<file path="src/rtl/branch_redirect_arbiter_pkg.sv">
// Shared types and ROB age helper for the branch redirect path.
package branch_redirect_arbiter_pkg;

   localparam int unsigned ALU_NUM    = 4;
   localparam int unsigned ROB_IDX_W  = 7;
   localparam int unsigned VADDR_W    = 39;
   localparam int unsigned FSQ_IDX_W  = 5;
   localparam int unsigned ROB_SLOT_W = ROB_IDX_W - 1;
   localparam int unsigned LANE_W     = (ALU_NUM > 1) ? $clog2(ALU_NUM) : 1;

   typedef struct packed {
      logic                  flag;
      logic [ROB_SLOT_W-1:0] idx;
   } rob_idx_t;

   typedef struct packed {
      rob_idx_t              rob_idx;
      logic [FSQ_IDX_W-1:0]  fsq_idx;
      logic [VADDR_W-1:0]    target;
      logic                  taken;
   } branch_redirect_t;

   typedef enum logic {
      HOLD_EMPTY = 1'b0,
      PENDING    = 1'b1
   } arb_state_e;

   // True when a is strictly older than b; the flag bit disambiguates wrap.
   function automatic logic older(input rob_idx_t a, input rob_idx_t b);
      return (a.flag == b.flag) ? (a.idx < b.idx) : (a.idx > b.idx);
   endfunction

endpackage

</file>
<file path="src/rtl/branch_redirect_arbiter_if.sv">
// Branch resolution lanes in, single redirect out, plus flush/recovery controls.
interface branch_redirect_arbiter_if;
   import branch_redirect_arbiter_pkg::*;

   logic [ALU_NUM-1:0]           br_valid;
   logic [ALU_NUM-1:0]           br_error;
   logic [ALU_NUM*ROB_IDX_W-1:0] br_robidx;
   logic [ALU_NUM*FSQ_IDX_W-1:0] br_fsqidx;
   logic [ALU_NUM*VADDR_W-1:0]   br_target;
   logic [ALU_NUM-1:0]           br_taken;
   logic                         rob_flush;
   logic                         recover_done;
   logic                         redirect_valid;
   logic                         redirect_ready;
   logic [ROB_IDX_W-1:0]         redirect_robidx;
   logic [FSQ_IDX_W-1:0]         redirect_fsqidx;
   logic [VADDR_W-1:0]           redirect_target;
   logic                         redirect_taken;
   logic                         squash_active;

   modport slave (
      input  br_valid, br_error, br_robidx, br_fsqidx, br_target, br_taken,
      input  rob_flush, recover_done, redirect_ready,
      output redirect_valid, redirect_robidx, redirect_fsqidx, redirect_target,
      output redirect_taken, squash_active
   );

   modport master (
      output br_valid, br_error, br_robidx, br_fsqidx, br_target, br_taken,
      output rob_flush, recover_done, redirect_ready,
      input  redirect_valid, redirect_robidx, redirect_fsqidx, redirect_target,
      input  redirect_taken, squash_active
   );

endinterface

</file>
<file path="src/rtl/branch_redirect_arbiter_rob_age_select.sv">
// Log-depth oldest-of-N selector over ROB indices; ties resolve to the lower lane.
module rob_age_select
   import branch_redirect_arbiter_pkg::*;
#(
   parameter  int unsigned N     = ALU_NUM,
   localparam int unsigned IDX_W = (N > 1) ? $clog2(N) : 1
) (
   input  logic [N-1:0]     valid_i,
   input  rob_idx_t [N-1:0] age_i,
   output logic [N-1:0]     onehot_o,
   output logic [IDX_W-1:0] index_o
);

   localparam int unsigned LEVELS = (N > 1) ? $clog2(N) : 0;
   localparam int unsigned NP     = 1 << LEVELS;
   localparam int unsigned NODES  = 2 * NP - 1;

   // Heap-ordered reduction tree: leaves at NP-1.., root at node 0.
   always_comb begin : sel_tree
      logic              nv [NODES];
      rob_idx_t          na [NODES];
      logic [IDX_W-1:0]  ni [NODES];
      logic              take_r;
      for (int i = 0; i < int'(NODES); i++) begin
         nv[i] = 1'b0;
         na[i] = '0;
         ni[i] = '0;
      end
      for (int i = 0; i < int'(N); i++) begin
         nv[int'(NP) - 1 + i] = valid_i[i];
         na[int'(NP) - 1 + i] = age_i[i];
         ni[int'(NP) - 1 + i] = IDX_W'(i);
      end
      for (int k = int'(NP) - 2; k >= 0; k--) begin
         take_r = nv[2*k+2] && (!nv[2*k+1] || older(na[2*k+2], na[2*k+1]));
         nv[k]  = nv[2*k+1] | nv[2*k+2];
         na[k]  = take_r ? na[2*k+2] : na[2*k+1];
         ni[k]  = take_r ? ni[2*k+2] : ni[2*k+1];
      end
      index_o  = ni[0];
      onehot_o = nv[0] ? (N'(1) << ni[0]) : '0;
   end

endmodule

</file>
<file path="src/rtl/branch_redirect_arbiter.sv">
// Holds the oldest mispredicting branch as a pending redirect and squashes younger results.
module branch_redirect_arbiter
   import branch_redirect_arbiter_pkg::*;
(
   input logic                     clk,
   input logic                     rst,
   branch_redirect_arbiter_if.slave arb_if
);

   arb_state_e                     state_q, state_d;
   branch_redirect_t               pend_q, pend_d;
   logic                           bnd_v_q, bnd_v_d;
   rob_idx_t                       bnd_q, bnd_d;

   branch_redirect_t [ALU_NUM-1:0] lane_br;
   rob_idx_t [ALU_NUM-1:0]         lane_rob;
   logic [ALU_NUM-1:0]             lane_keep;
   logic [ALU_NUM-1:0]             sel_onehot;
   logic [LANE_W-1:0]              sel_idx;
   logic                           sel_any;
   logic                           pend_valid;
   logic                           hs_fire;

   assign pend_valid = (state_q == PENDING);
   assign hs_fire    = pend_valid && arb_if.redirect_ready;
   assign sel_any    = |sel_onehot;

   // Unpack lanes and drop candidates not strictly older than pending/boundary.
   always_comb begin
      for (int i = 0; i < int'(ALU_NUM); i++) begin
         lane_br[i].rob_idx = arb_if.br_robidx[i*ROB_IDX_W +: ROB_IDX_W];
         lane_br[i].fsq_idx = arb_if.br_fsqidx[i*FSQ_IDX_W +: FSQ_IDX_W];
         lane_br[i].target  = arb_if.br_target[i*VADDR_W +: VADDR_W];
         lane_br[i].taken   = arb_if.br_taken[i];
         lane_rob[i]        = arb_if.br_robidx[i*ROB_IDX_W +: ROB_IDX_W];
         lane_keep[i]       = arb_if.br_valid[i] && arb_if.br_error[i]
                           && (!pend_valid || older(lane_rob[i], pend_q.rob_idx))
                           && (!bnd_v_q    || older(lane_rob[i], bnd_q));
      end
   end

   rob_age_select #(.N(ALU_NUM)) u_age_sel (
      .valid_i  (lane_keep),
      .age_i    (lane_rob),
      .onehot_o (sel_onehot),
      .index_o  (sel_idx)
   );

   // Next-state: flush wins, then acceptance/boundary update, then candidate capture.
   always_comb begin
      state_d = state_q;
      pend_d  = pend_q;
      bnd_v_d = bnd_v_q;
      bnd_d   = bnd_q;
      if (arb_if.rob_flush) begin
         state_d = HOLD_EMPTY;
         pend_d  = '0;
         bnd_v_d = 1'b0;
         bnd_d   = '0;
      end else begin
         if (hs_fire) begin
            bnd_v_d = 1'b1;
            bnd_d   = pend_q.rob_idx;
         end else if (arb_if.recover_done) begin
            bnd_v_d = 1'b0;
         end
         if (sel_any) begin
            state_d = PENDING;
            pend_d  = lane_br[sel_idx];
         end else if (hs_fire) begin
            state_d = HOLD_EMPTY;
         end
      end
   end

   // State, pending entry and squash boundary registers.
   always_ff @(posedge clk) begin
      if (!rst) begin
         state_q <= HOLD_EMPTY;
         pend_q  <= '0;
         bnd_v_q <= 1'b0;
         bnd_q   <= '0;
      end else begin
         state_q <= state_d;
         pend_q  <= pend_d;
         bnd_v_q <= bnd_v_d;
         bnd_q   <= bnd_d;
      end
   end

   assign arb_if.redirect_valid  = pend_valid;
   assign arb_if.redirect_robidx = pend_q.rob_idx;
   assign arb_if.redirect_fsqidx = pend_q.fsq_idx;
   assign arb_if.redirect_target = pend_q.target;
   assign arb_if.redirect_taken  = pend_q.taken;
   assign arb_if.squash_active   = bnd_v_q;

endmodule

</file>
<file path="src/flat_wrapper.sv">
// flat-port wrapper written by rule: the top's interface ports become plain ports
module branch_redirect_arbiter_flat import branch_redirect_arbiter_pkg::*;
  (clk, rst, arb_if_br_valid, arb_if_br_error, arb_if_br_robidx, arb_if_br_fsqidx, arb_if_br_target, arb_if_br_taken, arb_if_rob_flush, arb_if_recover_done, arb_if_redirect_ready, arb_if_redirect_valid, arb_if_redirect_robidx, arb_if_redirect_fsqidx, arb_if_redirect_target, arb_if_redirect_taken, arb_if_squash_active);
  branch_redirect_arbiter_if arb_if_i ();
  input logic clk;
  input logic rst;
  input wire logic [$bits(arb_if_i.br_valid)-1:0] arb_if_br_valid;
  input wire logic [$bits(arb_if_i.br_error)-1:0] arb_if_br_error;
  input wire logic [$bits(arb_if_i.br_robidx)-1:0] arb_if_br_robidx;
  input wire logic [$bits(arb_if_i.br_fsqidx)-1:0] arb_if_br_fsqidx;
  input wire logic [$bits(arb_if_i.br_target)-1:0] arb_if_br_target;
  input wire logic [$bits(arb_if_i.br_taken)-1:0] arb_if_br_taken;
  input wire logic [$bits(arb_if_i.rob_flush)-1:0] arb_if_rob_flush;
  input wire logic [$bits(arb_if_i.recover_done)-1:0] arb_if_recover_done;
  input wire logic [$bits(arb_if_i.redirect_ready)-1:0] arb_if_redirect_ready;
  output wire logic [$bits(arb_if_i.redirect_valid)-1:0] arb_if_redirect_valid;
  output wire logic [$bits(arb_if_i.redirect_robidx)-1:0] arb_if_redirect_robidx;
  output wire logic [$bits(arb_if_i.redirect_fsqidx)-1:0] arb_if_redirect_fsqidx;
  output wire logic [$bits(arb_if_i.redirect_target)-1:0] arb_if_redirect_target;
  output wire logic [$bits(arb_if_i.redirect_taken)-1:0] arb_if_redirect_taken;
  output wire logic [$bits(arb_if_i.squash_active)-1:0] arb_if_squash_active;
  assign arb_if_i.br_valid = arb_if_br_valid;
  assign arb_if_i.br_error = arb_if_br_error;
  assign arb_if_i.br_robidx = arb_if_br_robidx;
  assign arb_if_i.br_fsqidx = arb_if_br_fsqidx;
  assign arb_if_i.br_target = arb_if_br_target;
  assign arb_if_i.br_taken = arb_if_br_taken;
  assign arb_if_i.rob_flush = arb_if_rob_flush;
  assign arb_if_i.recover_done = arb_if_recover_done;
  assign arb_if_i.redirect_ready = arb_if_redirect_ready;
  assign arb_if_redirect_valid = arb_if_i.redirect_valid;
  assign arb_if_redirect_robidx = arb_if_i.redirect_robidx;
  assign arb_if_redirect_fsqidx = arb_if_i.redirect_fsqidx;
  assign arb_if_redirect_target = arb_if_i.redirect_target;
  assign arb_if_redirect_taken = arb_if_i.redirect_taken;
  assign arb_if_squash_active = arb_if_i.squash_active;
  branch_redirect_arbiter u_core (.clk(clk), .rst(rst), .arb_if(arb_if_i));
endmodule
</file>
<file path="config.mk">
export PLATFORM = sky130hd
export DESIGN_NAME = branch_redirect_arbiter_flat
export DESIGN_NICKNAME = d
export VERILOG_FILES = /design/src/rtl/branch_redirect_arbiter_pkg.sv /design/src/rtl/branch_redirect_arbiter_if.sv /design/src/rtl/branch_redirect_arbiter_rob_age_select.sv /design/src/rtl/branch_redirect_arbiter.sv /design/src/flat_wrapper.sv
export SDC_FILE = /design/constraint.sdc
export NUM_CORES = 1
export LEC_CHECK = 0
export ABC_AREA = 1
export BUFFER_PORTS_ARGS = -buffer_cell sky130_fd_sc_hd__buf_4
export CAP_MARGIN = 20
export CORE_MARGIN = 2
export CORE_UTILIZATION = 50
export DETAILED_ROUTE_END_ITERATION = 10
export PLACE_DENSITY = 0.82
export SKIP_LAST_GASP = 1
export SLEW_MARGIN = 15
export SYNTH_ARGS = -nofsm -noshare
export SYNTH_HDL_FRONTEND = slang
export SYNTH_SLANG_ARGS = --single-unit
</file>
<file path="constraint.sdc">
create_clock -name clk -period 8.6 [get_ports clk]
set_clock_uncertainty 0.1 [all_clocks]
set_input_delay 1.72 -clock clk [delete_from_list [all_inputs] [get_ports clk]]
set_output_delay 1.72 -clock clk [all_outputs]
set_load 0.01 [all_outputs]
</file>
Yosys cells after proc, flatten, opt, wreduce, memory -nomap -nowiden:

Index checks and enable logic that the tools add are counted.

* register bits after elaboration: 61
* word-level logic and storage cells: 107
* output and inout bits: 54
* input bits: 221

* order comparisons: 23
* reduce and logical (&&, ||, !) cells: 36
* eq/ne operators: 11
* mux-type cells: 23
* bitwise logic cells: 4
* shifts and indexed selects: 1

Operators with widths (number)
* $bmux W52 S2: 1
* $gt A6 B6 Y1: 11
* $lt A6 B6 Y1: 11
* $mux W52: 1
* $mux W1: 17
* $logic_and A1 B1 Y1: 16
* $mux W7: 2
* $eq A1 B1 Y1: 11
* $logic_or A1 B1 Y1: 11
* $logic_not A1 Y1: 5
* $mux W4: 1
* $reduce_bool A2 Y1: 2
* $reduce_or A4 Y1: 1
* $shl A1 B2 Y4 const A: 1
* $lt A2 B3 Y1 const B: 1
* $or A1 B1 Y1: 3
* $mux W2: 1
* $reduce_or A2 Y1: 1
* $not A1 Y1: 1

Longest topological paths before layout:

* depth in word-level cells: 18
* mapped depth: 32
* gate-level depth less buffers: 29

Hierarchy:

Synthesis repeated with hierarchy kept, for this count alone.

* cells, all modules: 1001
* area, all modules: 6073.3 sq um

By module, submodules not included
* branch_redirect_arbiter: cells each 844, area each 5220.0 sq um, times used 1, seq. area each 1221.2 sq um
* rob_age_select: cells each 157, area each 853.3 sq um, times used 1, seq. area each 0.0 sq um

Least setup slack after synthesis:

OpenSTA, ideal clock, no wires.

* path kind: in2reg
* start: input arb_if_br_robidx[10]
* end: register u_core.pend_q, in the netlist u_core.arb_if.redirect_fsqidx[0]
* library setup time: 0.109 ns
* path buffers: 2
* cell stages on the path: 28
* data required time: 8.391 ns
* path slack: 3.588 ns
* arrival time: 4.803 ns
* cell sequence: ha_1 > nand2_1 > inv_1 > o21bai_1 > nand2_1 > nor2_1 > nor2_1 > nor2_1 > nor2_4 > nand2_1 > clkbuf_1 > nor2_1 > o21bai_1 > ha_1 > nand2_1 > o21ai_0 > a21oi_1 > a31oi_1 > nand3_1 > nand3_2 > nand2_4 > nand2_2 > buf_2 > nand3_1 > nand2_1 > nand3_1 > nand2_1 > inv_1

* word-level cells in the longest chain between the ends: 15
* elaborated cells between the ends (all ways): 32
* those cells by class: order compare (8); eq/ne (1); shift (1); mux (10); bitwise (2); reduce/logical (10)

RTL lines
* start, declared: line flat_wrapper.sv:9 `input wire logic [$bits(arb_if_i.br_robidx)-1:0] arb_if_br_robidx;`
* $gt A6 B6 Y1 / $lt A6 B6 Y1 (equally long branches): line branch_redirect_arbiter_pkg.sv:30 `return (a.flag == b.flag) ? (a.idx < b.idx) : (a.idx > b.idx);`
* $mux W1: line branch_redirect_arbiter_pkg.sv:30
* $logic_or A1 B1 Y1: line branch_redirect_arbiter.sv:37 `&& (!pend_valid || older(lane_rob[i], pend_q.rob_idx))`
* $logic_and A1 B1 Y1: line branch_redirect_arbiter.sv:37
* $logic_and A1 B1 Y1: line branch_redirect_arbiter.sv:38 `&& (!bnd_v_q || older(lane_rob[i], bnd_q));`
* $logic_and A1 B1 Y1: line branch_redirect_arbiter_rob_age_select.sv:35 `take_r = nv[2*k+2] && (!nv[2*k+1] || older(na[2*k+2], na[2*k+1]));`
* $mux W7: line branch_redirect_arbiter_rob_age_select.sv:37 `na[k] = take_r ? na[2*k+2] : na[2*k+1];`
* $gt A6 B6 Y1, or another cell as far along: line branch_redirect_arbiter_pkg.sv:30
* $mux W1: line branch_redirect_arbiter_pkg.sv:30
* $logic_or A1 B1 Y1: line branch_redirect_arbiter_rob_age_select.sv:35
* $logic_and A1 B1 Y1: line branch_redirect_arbiter_rob_age_select.sv:35
* $mux W2: line branch_redirect_arbiter_rob_age_select.sv:38 `ni[k] = take_r ? ni[2*k+2] : ni[2*k+1];`
* $shl A1 B2 Y4: line branch_redirect_arbiter_rob_age_select.sv:41 `onehot_o = nv[0] ? (N'(1) << ni[0]) : '0;`
* $mux W4: line branch_redirect_arbiter_rob_age_select.sv:41
* $reduce_or A4 Y1: line branch_redirect_arbiter.sv:26 `assign sel_any = |sel_onehot;`
* end signal, assigned: line branch_redirect_arbiter.sv:85 `pend_q <= pend_d;`
* end, declared: line branch_redirect_arbiter.sv:11 `branch_redirect_t pend_q, pend_d;`

Parallel ways exist; a longest one is shown, timed or not. The select of a mux whose other input is x is not followed.
A chain may end at the register's enable or synchronous reset.

Worst setup path after layout:

* start: input arb_if_br_robidx[26]
* end: register u_core.pend_q, in the netlist u_core.arb_if.redirect_target[28]

Same word-level chain as after synthesis.

==> reports/metrics.json <==
{
  "drv_slew": 0,
  "firstDrtPassIters": 5,
  "hpwlAfterDp_um": 17700,
  "gp_congestion": 0.951,
  "clock-sinks": 61,
  "critical_path_arrival_ns": 6.58,
  "holdCritPathClass": "reg2reg",
  "via_count": 8382,
  "core-area_mm2": 0.0134,
  "setup.worst_path.class": "in2reg",
  "netSwitchingPower_uw": 471,
  "post-route-drc-count": 0,
  "ctsLongestPathBuffers": 2,
  "initial_core_util_pct": 51.7,
  "holdBufCountCts": 0,
  "post_cts_resize_count": 0,
  "placementRows": 42,
  "grt_max_degree": 99,
  "routed_wirelength_um": 23300,
  "slew_headroom_pct": 29.9,
  "power_density_mw_per_mm2": 134,
  "die_w_um": 122,
  "worstSkewPairLatency_ns": 0.34,
  "fmax_ghz": 0.155,
  "swShare_pct": 37.9,
  "use_met3_pct": 6.93,
  "port-buffer-count": 274,
  "areaGrowthSynthToFinish_pct": 33.3,
  "power.share.clock_pct": 30.4,
  "clock_tree.htree_level_count": 3,
  "final.hold.worst_slack_ns": 0.463,
  "antenna_left": 0,
  "initial_antenna_violation_count": 0,
  "outcome": "completed",
  "power.sequential.fraction_pct": 25.8,
  "nets": 1784,
  "cts_buffers": 9,
  "crit_required_ns": 8.73,
  "clkTransAtPathRegs_ns": 0.05,
  "synth_area_mm2": 0.00692,
  "via_count_of_the_first_global_routing_pass": 7614,
  "worst_ir_drop_vdd_mv": 0.107,
  "post_synth.cell_area_avg_um2": 5.46,
  "synth_seq_cells": 61,
  "relative_contribution_of_combinational_cells_to_total_power_pct": 43.8,
  "postCtsSetupBuffers": 0,
  "hold_violation_count_in_the_final_report": 0,
  "setup_repair_after_global_routing_missed_its_margin": "no",
  "total_leakage_power_uw": 0.00584,
  "initialDrtViolationCount": 601,
  "wl_per_cell_um": 13.9,
  "globalRouteTotalUtil_pct": 30.8,
  "die_h_um": 122,
  "clock_tree_from_tritoncts": "built",
  "wire_length_of_the_first_global_routing_pass_um": 36200,
  "timing.final.setup_violations": 0,
  "yosys_warnings": 0,
  "worst-slew-pin-transition_ns": 1.05,
  "synth_fp_nets": 1555,
  "p_int_uw": 770,
  "max_cap_viol_count": 0,
  "portion_of_the_post_synthesis_area_used_by_sequential_elements_pct": 17.6,
  "critical_path.startpoint_type": "input pin",
  "groute.layer.met1.usage_pct": 36.7,
  "cts.root.buffer_cell": "sky130_fd_sc_hd__clkbuf_16",
  "top_usage_layer": "met2",
  "layout-drive-gt1-share_pct": 20.5,
  "diodes": 0,
  "min_period_over_period_pct": 75.0,
  "fin_setup_tns_ns": 0,
  "floorplan.die_area_mm2": 0.0148,
  "netlist-cell-type-count": 27,
  "grt_util_met2_pct": 53.7,
  "num_io_pins": 275,
  "avgViaCountPerCell": 5.00,
  "critPathCaptureType": "flop",
  "min_period_ns": 6.45,
  "grt_overflow_total": 0,
  "synthesis.instances": 1268,
  "crit_fanout": 55
}
-- stage by stage --
step / instances / worst slack (ns) / util [%] / area, um2 / total power [uW]
5_1_grt: 1678 / 1.60 / 68.9 / 9230 / 1330
2_1_floorplan: 1268 / 3.59 / - / 6920 / 678
6_report: 1678 / 2.15 / 68.9 / 9230 / 1240
3_5_place_dp: 1662 / 1.90 / 66.6 / 8930 / 863
4_1_cts: 1678 / 2.20 / 68.9 / 9230 / 1240
3_3_place_gp: 1662 / 1.97 / 66.6 / 8930 / 855
-- per-layer routing --
layer	vias up	routed length, um
li1	4330	-
met1	3654	9500
met2	344	11200
met3	54	1800
met4	0	763
met5	-	0
-- cell type report --
class / count / area [um2]
multi-input cells: 873 / 4370
fillers: 1312 / 4170
repair buffers: 278 / 2090
flip-flops and latches: 61 / 1220
inverters: 274 / 1030
clock buffers: 13 / 260
well taps: 176 / 220
clock inverters: 3 / 43.8
-- critical path: stages --
cell and delay [ns]:
sky130_fd_sc_hd__buf_4 0.13, sky130_fd_sc_hd__ha_1 0.31, sky130_fd_sc_hd__nand2_1 0.06, sky130_fd_sc_hd__nor2_1 0.17, sky130_fd_sc_hd__o21ai_0 0.16, sky130_fd_sc_hd__nand4_1 0.10
sky130_fd_sc_hd__nand3_1 0.08, sky130_fd_sc_hd__nand2_1 0.12, sky130_fd_sc_hd__nor2_4 0.06, sky130_fd_sc_hd__nand2_4 0.45, sky130_fd_sc_hd__inv_1 0.30, sky130_fd_sc_hd__nand2_1 0.11
sky130_fd_sc_hd__o21ai_0 0.14, sky130_fd_sc_hd__ha_1 0.34, sky130_fd_sc_hd__inv_1 0.04, sky130_fd_sc_hd__o21bai_1 0.13, sky130_fd_sc_hd__a21oi_1 0.11, sky130_fd_sc_hd__a31oi_1 0.17
sky130_fd_sc_hd__nand3_1 0.12, sky130_fd_sc_hd__nand3_2 0.15, sky130_fd_sc_hd__nand2_4 0.07, sky130_fd_sc_hd__nand2_2 0.48, sky130_fd_sc_hd__buf_4 0.57, sky130_fd_sc_hd__nand3_1 0.13
sky130_fd_sc_hd__nand2_1 0.11, sky130_fd_sc_hd__nand3_1 0.08, sky130_fd_sc_hd__nand2_1 0.10, sky130_fd_sc_hd__inv_1 0.04
-- cells in the final DEF (no fill, tap or decap), types with 3 or more instances in the layout --
master                        n
sky130_fd_sc_hd__o21bai_1     7
sky130_fd_sc_hd__nand3_1    165
sky130_fd_sc_hd__clkinv_1     3
sky130_fd_sc_hd__nand2_1    370
sky130_fd_sc_hd__nand4_1     11
sky130_fd_sc_hd__o21ai_1      3
sky130_fd_sc_hd__clkbuf_16    9
sky130_fd_sc_hd__a21oi_1     83
sky130_fd_sc_hd__o21ai_0     27
sky130_fd_sc_hd__buf_4      278
sky130_fd_sc_hd__dfxtp_1     61
sky130_fd_sc_hd__inv_1      267
sky130_fd_sc_hd__nor2_1     121
sky130_fd_sc_hd__ha_1        66
sky130_fd_sc_hd__xnor2_1      6
sky130_fd_sc_hd__inv_2        3
sky130_fd_sc_hd__nand2_2      3
-- registers in the layout (all words and copies together), names as in the netlist --
| signal | cells |
|---|---|
| u_core.arb_if.redirect_target | 39 |
| u_core.arb_if.redirect_robidx | 7 |
| u_core.bnd_q | 7 |
| u_core.arb_if.redirect_fsqidx | 5 |
| u_core.arb_if.redirect_taken | 1 |
| u_core.arb_if.redirect_valid | 1 |
| u_core.arb_if.squash_active | 1 |
-- cells by family (layout without fill, tap and decap cells) --
group,after synthesis,in the layout,synth area share (%)
and+or+nand+nor,678,678,41.0
buffers and inverters,334,568,19.4
AOI/OAI and AO/OA,123,123,9.27
adders and majority gates,66,66,11.9
DFF,61,61,17.6
xor gates and xnor gates,6,6,0.759
-- power groups by stage --
stage	Sequential, uW	Clock, uW	Combinational (uW)
floorplan	332	0	346
global placement	326	0	529
detailed placement	326	0	537
CTS	320	382	540
global route	323	394	614
finish	321	377	543
-- synthesized netlist by cell type --
cell / number / area share, %
sky130_fd_sc_hd__buf_1: 7 / 0.38
sky130_fd_sc_hd__inv_2: 4 / 0.22
sky130_fd_sc_hd__buf_4: 2 / 0.22
sky130_fd_sc_hd__xnor2_1: 6 / 0.76
sky130_fd_sc_hd__o21bai_1: 7 / 0.76
sky130_fd_sc_hd__nor2_4: 2 / 0.33
sky130_fd_sc_hd__o21ai_0: 27 / 2.0
sky130_fd_sc_hd__nand4_2: 1 / 0.18
sky130_fd_sc_hd__buf_2: 28 / 2.0
sky130_fd_sc_hd__o21ai_1: 3 / 0.22
sky130_fd_sc_hd__nand3_2: 2 / 0.29
sky130_fd_sc_hd__ha_1: 66 / 12
sky130_fd_sc_hd__nand2_1: 370 / 20
sky130_fd_sc_hd__nor2_1: 121 / 6.6
sky130_fd_sc_hd__clkbuf_1: 17 / 0.92
sky130_fd_sc_hd__dfxtp_1: 61 / 18
sky130_fd_sc_hd__nand3_1: 165 / 12
sky130_fd_sc_hd__a31oi_1: 1 / 0.090
sky130_fd_sc_hd__a21oi_1: 83 / 6.0
sky130_fd_sc_hd__nand2b_1: 1 / 0.090
sky130_fd_sc_hd__inv_1: 267 / 14
sky130_fd_sc_hd__nand2_2: 3 / 0.27
sky130_fd_sc_hd__nand4_1: 11 / 0.99
sky130_fd_sc_hd__clkinv_1: 3 / 0.16
sky130_fd_sc_hd__a31o_2: 2 / 0.25
sky130_fd_sc_hd__nand2_4: 2 / 0.33
sky130_fd_sc_hd__buf_6: 6 / 0.98
-- worst paths after layout --
path,from,to,slack (ns),cells after the start
min,u_core.arb_if.redirect_target[1],u_core.arb_if.redirect_target[1],0.46,4
min reg2reg,u_core.arb_if.redirect_target[1],u_core.arb_if.redirect_target[1],0.46,4
max,arb_if_br_robidx[26],u_core.arb_if.redirect_target[28],2.15,28
max reg2reg,u_core.arb_if.redirect_robidx[1],u_core.arb_if.redirect_target[28],3.13,28
No activity file was read; power rests on OpenSTA's default activity.
